--- config.mk ---
export PLATFORM = sky130hd
export DESIGN_NAME = data_ram_ctl
export DESIGN_NICKNAME = d
export VERILOG_FILES = /design/src/rtl/data_ram_ctl.sv
export SDC_FILE = /design/constraint.sdc
export NUM_CORES = 2
export LEC_CHECK = 0
export ABC_AREA = 0
export CAP_MARGIN = 20
export CORE_MARGIN = 1
export CORE_UTILIZATION = 60
export CTS_CLUSTER_SIZE = 14
export DETAILED_ROUTE_END_ITERATION = 7
export PLACE_DENSITY = 0.79
export SLEW_MARGIN = 0
export SYNTH_ARGS = -nofsm -noshare
export SYNTH_HDL_FRONTEND = slang
export SYNTH_SLANG_ARGS = --single-unit
--- constraint.sdc ---
create_clock -name clk -period 16.5 [get_ports clk]
set_input_delay 3.3 -clock clk [delete_from_list [all_inputs] [get_ports clk]]
set_output_delay 3.3 -clock clk [all_outputs]
set_load 0.01 [all_outputs]
--- src/rtl/data_ram_ctl.sv ---
// Byte-lane-writable single-port data RAM with a clear sequencer that zeroes
// every word after reset or on request before requests are served again.
module data_ram_ctl #(
    parameter int D = 8,
    parameter int W = 8,
    localparam int L = W / 8
) (
    input  logic         clk,
    input  logic         rst_n,
    input  logic         clear,
    output logic         busy,
    input  logic         req_valid,
    input  logic         req_write,
    input  logic [D-1:0] req_addr,
    input  logic [W-1:0] req_din,
    input  logic [L-1:0] req_be,
    output logic         req_ready,
    output logic         rsp_valid,
    output logic [W-1:0] rsp_dout
);

    typedef enum logic {
        CLEAR,
        IDLE
    } state_t;

    state_t       state;
    logic [D-1:0] counter;
    logic [W-1:0] mem [0:(1<<D)-1];
    logic         accept;
    logic         accept_read;
    logic         accept_write;

    assign req_ready    = (state == IDLE);
    assign busy         = (state == CLEAR);
    assign accept       = req_valid && req_ready;
    assign accept_read  = accept && !req_write;
    assign accept_write = accept && req_write;

    // A request accepted on the same edge as clear still completes; the
    // sequencer only starts zeroing from the next edge onward.
    always_ff @(posedge clk or negedge rst_n) begin
        if (!rst_n) begin
            state     <= CLEAR;
            counter   <= '0;
            rsp_valid <= 1'b0;
            rsp_dout  <= '0;
        end else begin
            rsp_valid <= accept_read;
            if (accept_read) begin
                rsp_dout <= mem[req_addr];
            end
            case (state)
                CLEAR: begin
                    counter <= counter + 1'b1;
                    if (counter == '1) begin
                        state <= IDLE;
                    end
                end
                IDLE: begin
                    if (clear) begin
                        state   <= CLEAR;
                        counter <= '0;
                    end
                end
                default: begin
                    state   <= CLEAR;
                    counter <= '0;
                end
            endcase
        end
    end

    // Storage has no reset; only the sequencer is allowed to zero it.
    always_ff @(posedge clk) begin
        if (state == CLEAR) begin
            mem[counter] <= '0;
        end else if (accept_write) begin
            for (int i = 0; i < L; i++) begin
                if (req_be[i]) begin
                    mem[req_addr][8*i +: 8] <= req_din[8*i +: 8];
                end
            end
        end
    end

endmodule

Yosys cells after proc, flatten, opt, wreduce, memory -nomap -nowiden
Memories as Yosys holds them, arrays and structs flattened. A register that Yosys moved wholly into a read port is not among the register bits.
Index checks and enable logic that the tools add are counted.
Word-level totals
  input port bits: 22
  memories: 1
  output and inout port bits: 11
  logic and storage cells: 27
  memory bits (writable): 2048
  register bits after elaboration: 10
Memory list
  mem: words 256, width 8, read ports 1, clocked after memory_dff 1, write ports 1, line 29  | logic [W-1:0] mem [0:(1<<D)-1];
Operators by class
  add/subtract/negate cells: 1
  reductions and logical operators: 6
  mux-type cells: 13
  bitwise operators: 1
  eq/ne operators: 2
Operators with widths (number)
  two-way mux 8 bit: 3
  one-hot mux 8 bit (2 select lines): 1
  adder 8 x 1 -> 8 bit, second input constant: 1
  equality test 8 bit, second input constant: 1
  two-way mux 1 bit: 8
  OR reduction 8 bit: 1
  logical AND 1 bit: 3
  logical NOT 1 bit: 2
  != test 2 bit, second input constant: 1
  one-hot mux 1 bit (2 select lines): 1
  inverter 1 bit: 1

Longest topological paths before layout
  word-level depth: 7
  gate-level depth with buffers: 12
  depth with buffers taken out: 7

Worst setup path after synthesis
Ideal clock, no wire load.
  path kind: input-to-reg
  start point: input port req_be
  end point: memory mem[0][0], data pin
  required time: 15630 ps
  library setup time: 870 ps
  path slack: 8444 ps
  path buffers: 2
  arrival: 7187 ps
  stages: 4
  path through: and4_1 -> buf_2 -> clkbuf_1 -> and2_1
On the way
  cells in the longest elaborated chain, start to end: 6
RTL lines
  start: declaration: line 16  | input logic [L-1:0] req_be,
  two-way mux 1 bit: line 80  | if (req_be[i]) begin
  two-way mux 1 bit: line 78  | end else if (accept_write) begin
  two-way mux 1 bit: line 76  | if (state == CLEAR) begin
  two-way mux 1 bit (not written as such): line 81  | mem[req_addr][8*i +: 8] <= req_din[8*i +: 8];
  OR reduction 8 bit (no line)
  two-way mux 8 bit (no line)
  end: declaration: line 29
No other way between the ends.

==> results.yml <==
outcome:
  status: "finished with violations"
  violations: "design-rule violations"
routing:
  drt_drc_violations_left: 12
  route.vias.total: 41597
  detail_route.wirelength_um: 204000
  dr.first_iter.drc_count: 6731
  final_antenna_violating_net_count: 0
  drt-vias-per-instance: 7.02
  wire_per_inst_um: 34.4
  drt-pass1-iter-count: 8
floorplanning:
  floorplan.die_area_um2: 136000
  floorplan.initialDensity_pct: 60.5
  die_h_um: 369
  die_width_um: 369
  design.portCount: 33
  number_of_core_rows: 134
  floorplan.core_area_um2: 134000
yosys:
  number_of_flops_mapped_to_enable_cells_by_yosys: 2048
  synth.area.mux_share_pct: 15.1
  synth_top_family_by_area: "multiplexers"
  syn_inst: 3907
  basic_gate_share_of_the_synthesized_area_counting_and_or_nand_and_nor_cells_pct: 2.86
  synth_fp_nets: 3930
  synth_top_cell_by_area: "edfxtp_1"
  synth_top_cell_area_share_pct: 76.0
  post_synth.cell_area_avg_um2: 20.7
  synth_area_leaders: "edfxtp_1 (76%), mux4_2 (11%), mux2i_1 (3.4%), nor2_1 (1.3%), o221ai_1 (0.84%)"
  synth-compound-area-share_pct: 3.43
  synth.lib_cells_used.distinct: 59
  yosys.area_share.xor_xnor_pct: 0.0433
  synth_fa_ha_area_share_pct: 0.0155
  ys_warn_count: 0
  netlist_area_um2: 80900
  postSynth.asyncResetShare_pct: 0.871
  postSynthRegisterBits: 2066
  synth_sequential_area_ratio_pct: 76.6
  synth_ff_type: "edfxtp_1"
finish:
  layout.nets: 4017
  layout-drive-gt1-share_pct: 19.0
  sequential_cell_area_um2: 61900
  num-fill-cells: 8066
  area_growth_pct: 9.69
  finalNonFillerCells: 5922
  multi_input_comb_area_um2: 17500
sta:
  maxClockFrequency_ghz: 0.132
  fin_hold_ws_ps: 586
  timing.final.setup_violations: 0
  final_min_period_over_clock_period_pct: 45.9
  setup-tns-final_ps: 0
  slew_worst_pin_ps: 1230
  fin_worst_skew_ps: 28.9
  finalWorstPathRequiredPeriod_ps: 7570
  timing.slew.headroom_pct: 18.2
  report.final.slew_viol_count: 0
  final-hold-violation-count: 0
  grt_setup_unrepaired: "no"
critical_path:
  criticalPathCategory: "input pin to register"
  crit_path_cell_trace: "buf_8 > buf_4 > buf_4 > buf_4 > mux4_2 > a22o_1 > a221oi_1 > a211oi_1 > a41oi_1 > o31ai_1"
  cpMostUsedCell: "buf_4"
  start_kind: "input pin"
  critical_path_buf_inv_count: 4
  critical_path.max_fanout: 61
  path_depth: 10
  worstPathRequired_ps: 17160
  crit_path_end_kind: "register"
  r2r.worst_path.cells: 5
  slowest_stage: "buf_4"
  cpLargestDelayFamily: "buffers and inverters"
  timing.critical_path.slowest_cell_delay_ps: 810
  worst_ep_arrival_time_ps: 8230
cts:
  clock_tree.root_cell: "clkbuf_16"
  cts_inserted_buffers: 194
  clkSinkCount: 2066
  cts.hold.buffers_added: 0
  cts_max_path_buffers: 3
  cts_setup_buffers: 0
  cts_repair_resize_count: 0
  clk_latency_ps: 820
  ctsHtreeMaxLevel: 4
  cts.reportedPaths.clkPinSlew_ps: 60
  cts_tree: "yes"
power:
  power.total_uw: 10800
  power.static_leakage_uw: 0.0312
  vdd_drop_max_mv: 0.117
  power.density_nw_per_um2: 122
grt:
  grt_start_max_net_pins: 233
  grt_antenna_before_repair: 10
  grtUsageTotal_pct: 30.2
  global_route_wire_length_before_repair_um: 290000
  first_global_vias: 40742
  remaining_global_route_overflow: 0
job:
  drv.max_cap_violation_count: 0
hold_path:
  worstHoldPathType: "register to register"
  hold_path_stages: 1
placed_design:
  dpl_cells: 5555
  place.detailed.hpwl_um: 122000
  gp_congestion: 0.935
  placement.io_buffers: 32
[layout by cell type, fill, tap and decap left out, drive strengths merged, types with 6 or more instances in the layout]
cell | netlist | routed
o31ai | 10 | 10
a22o | 7 | 7
bufinv | 0 | 6
mux4 | 408 | 408
nand3 | 30 | 30
a22oi | 67 | 67
and2 | 27 | 27
o41ai | 16 | 16
o21ai | 19 | 19
o22ai | 91 | 91
dfrtp | 18 | 18
nand2b | 6 | 6
o311ai | 8 | 8
a211oi | 16 | 16
a221oi | 14 | 14
o221ai | 78 | 78
inv | 4 | 10
a21oi | 34 | 34
clkinv | 0 | 80
mux2 | 16 | 16
a41oi | 7 | 7
nand2 | 119 | 119
nor2 | 271 | 271
or3 | 8 | 8
mux2i | 278 | 278
nor4bb | 6 | 6
clkbuf | 92 | 261
nor3 | 10 | 10
clkdlybuf4s50 | 0 | 27
nand3b | 18 | 18
buf | 142 | 92
edfxtp | 2048 | 2048
a21o | 7 | 7
[cell families (layout without fill, tap and decap cells)]
| family | count (synthesis) | count (layout) |
|---|---|---|
| XOR/XNOR | 4 | 4 |
| AO/OA/AOI/OAI | 380 | 380 |
| adder cells (fa/ha/maj) | 1 | 1 |
| multiplexers | 702 | 702 |
| buffers and inverters | 238 | 481 |
| other | 0 | 4 |
| flip-flops | 2066 | 2066 |
| AND/OR/NAND/NOR | 516 | 516 |
[layout make-up]
cell class / instances / share of cell area (%)
Tap cell: 1768 / 2.49
Multi-Input combinational cell: 1603 / 19.7
Clock buffer: 255 / 5.90
Inverter: 4 / 0.0197
Antenna cell: 4 / 0.0113
Timing Repair Buffer: 125 / 1.26
Sequential cell: 2066 / 69.8
Clock inverter: 97 / 0.814
[flip-flops by register name, summed over array words and instances, names as in the netlist]
name and cells:
counter 8, mem 2048, req_ready 1, rsp_dout 8, rsp_valid 1
[routing by layer]
metal  GRT usage, %  share of wire, %  vias to the layer above  routed length (um)
met2           45.8                47                     3244               95400
met5              0              0.13                        -                 267
met4           11.1               3.9                       12                8000
li1               -                 -                    16473                   -
met1           41.9                35                    21376               72300
met3           8.96                14                      492               27900
[power by group]
group / total [uW] / internal, uW / switching, uW
Clock: 4240 / 2330 / 1910
Combinational: 744 / 204 / 540
Sequential: 5810 / 5770 / 44.0
Total: 10800 / 8300 / 2500
[through the flow]
step | util, % | instance area, um2 | worst slack, ps
2_1_floorplan | - | 80900 | 8440
3_3_place_gp | 61.8 | 82500 | 8210
3_5_place_dp | 61.8 | 82600 | 8020
4_1_cts | 66.3 | 88600 | 8870
5_1_grt | 66.4 | 88700 | 8590
6_report | 66.4 | 88700 | 8930
[worst register-to-register path: stages, from the launching register on]
cell	delay, ps
dfrtp_1	970
nand4_1	1010
o21ai_1	890
nand3_1	910
buf_4	580
nor2_1	730
[final timing paths]
path / from / endpoint / slack, ps
worst max-delay path: req_addr[0] / rsp_dout[4]$_DFFE_PN0P_ / 8930
worst min-delay path: counter[7]$_DFFE_PN0P_ / counter[7]$_DFFE_PN0P_ / 590
worst max register to register: req_ready$_DFF_PN0_ / mem[225][5]$_DFFE_PP_ / 11020
worst min register to register: counter[7]$_DFFE_PN0P_ / counter[7]$_DFFE_PN0P_ / 590
max in group asynchronous: rst_n / rsp_dout[4]$_DFFE_PN0P_ / 13350
min in group asynchronous: rst_n / req_ready$_DFF_PN0_ / 3000
[synthesized netlist by cell type (21+ instances only)]
| cell type | n |
|---|---|
| nand3_1 | 30 |
| edfxtp_1 | 2048 |
| buf_1 | 24 |
| buf_6 | 37 |
| nor2_1 | 271 |
| and2_1 | 26 |
| mux4_1 | 21 |
| mux2i_1 | 278 |
| o221ai_1 | 78 |
| nand2_1 | 119 |
| a22oi_1 | 67 |
| a21oi_1 | 34 |
| buf_2 | 40 |
| clkbuf_1 | 92 |
| mux4_2 | 387 |
| buf_4 | 21 |
| o22ai_1 | 91 |
Note: power is estimated with default switching activity, not from simulation.
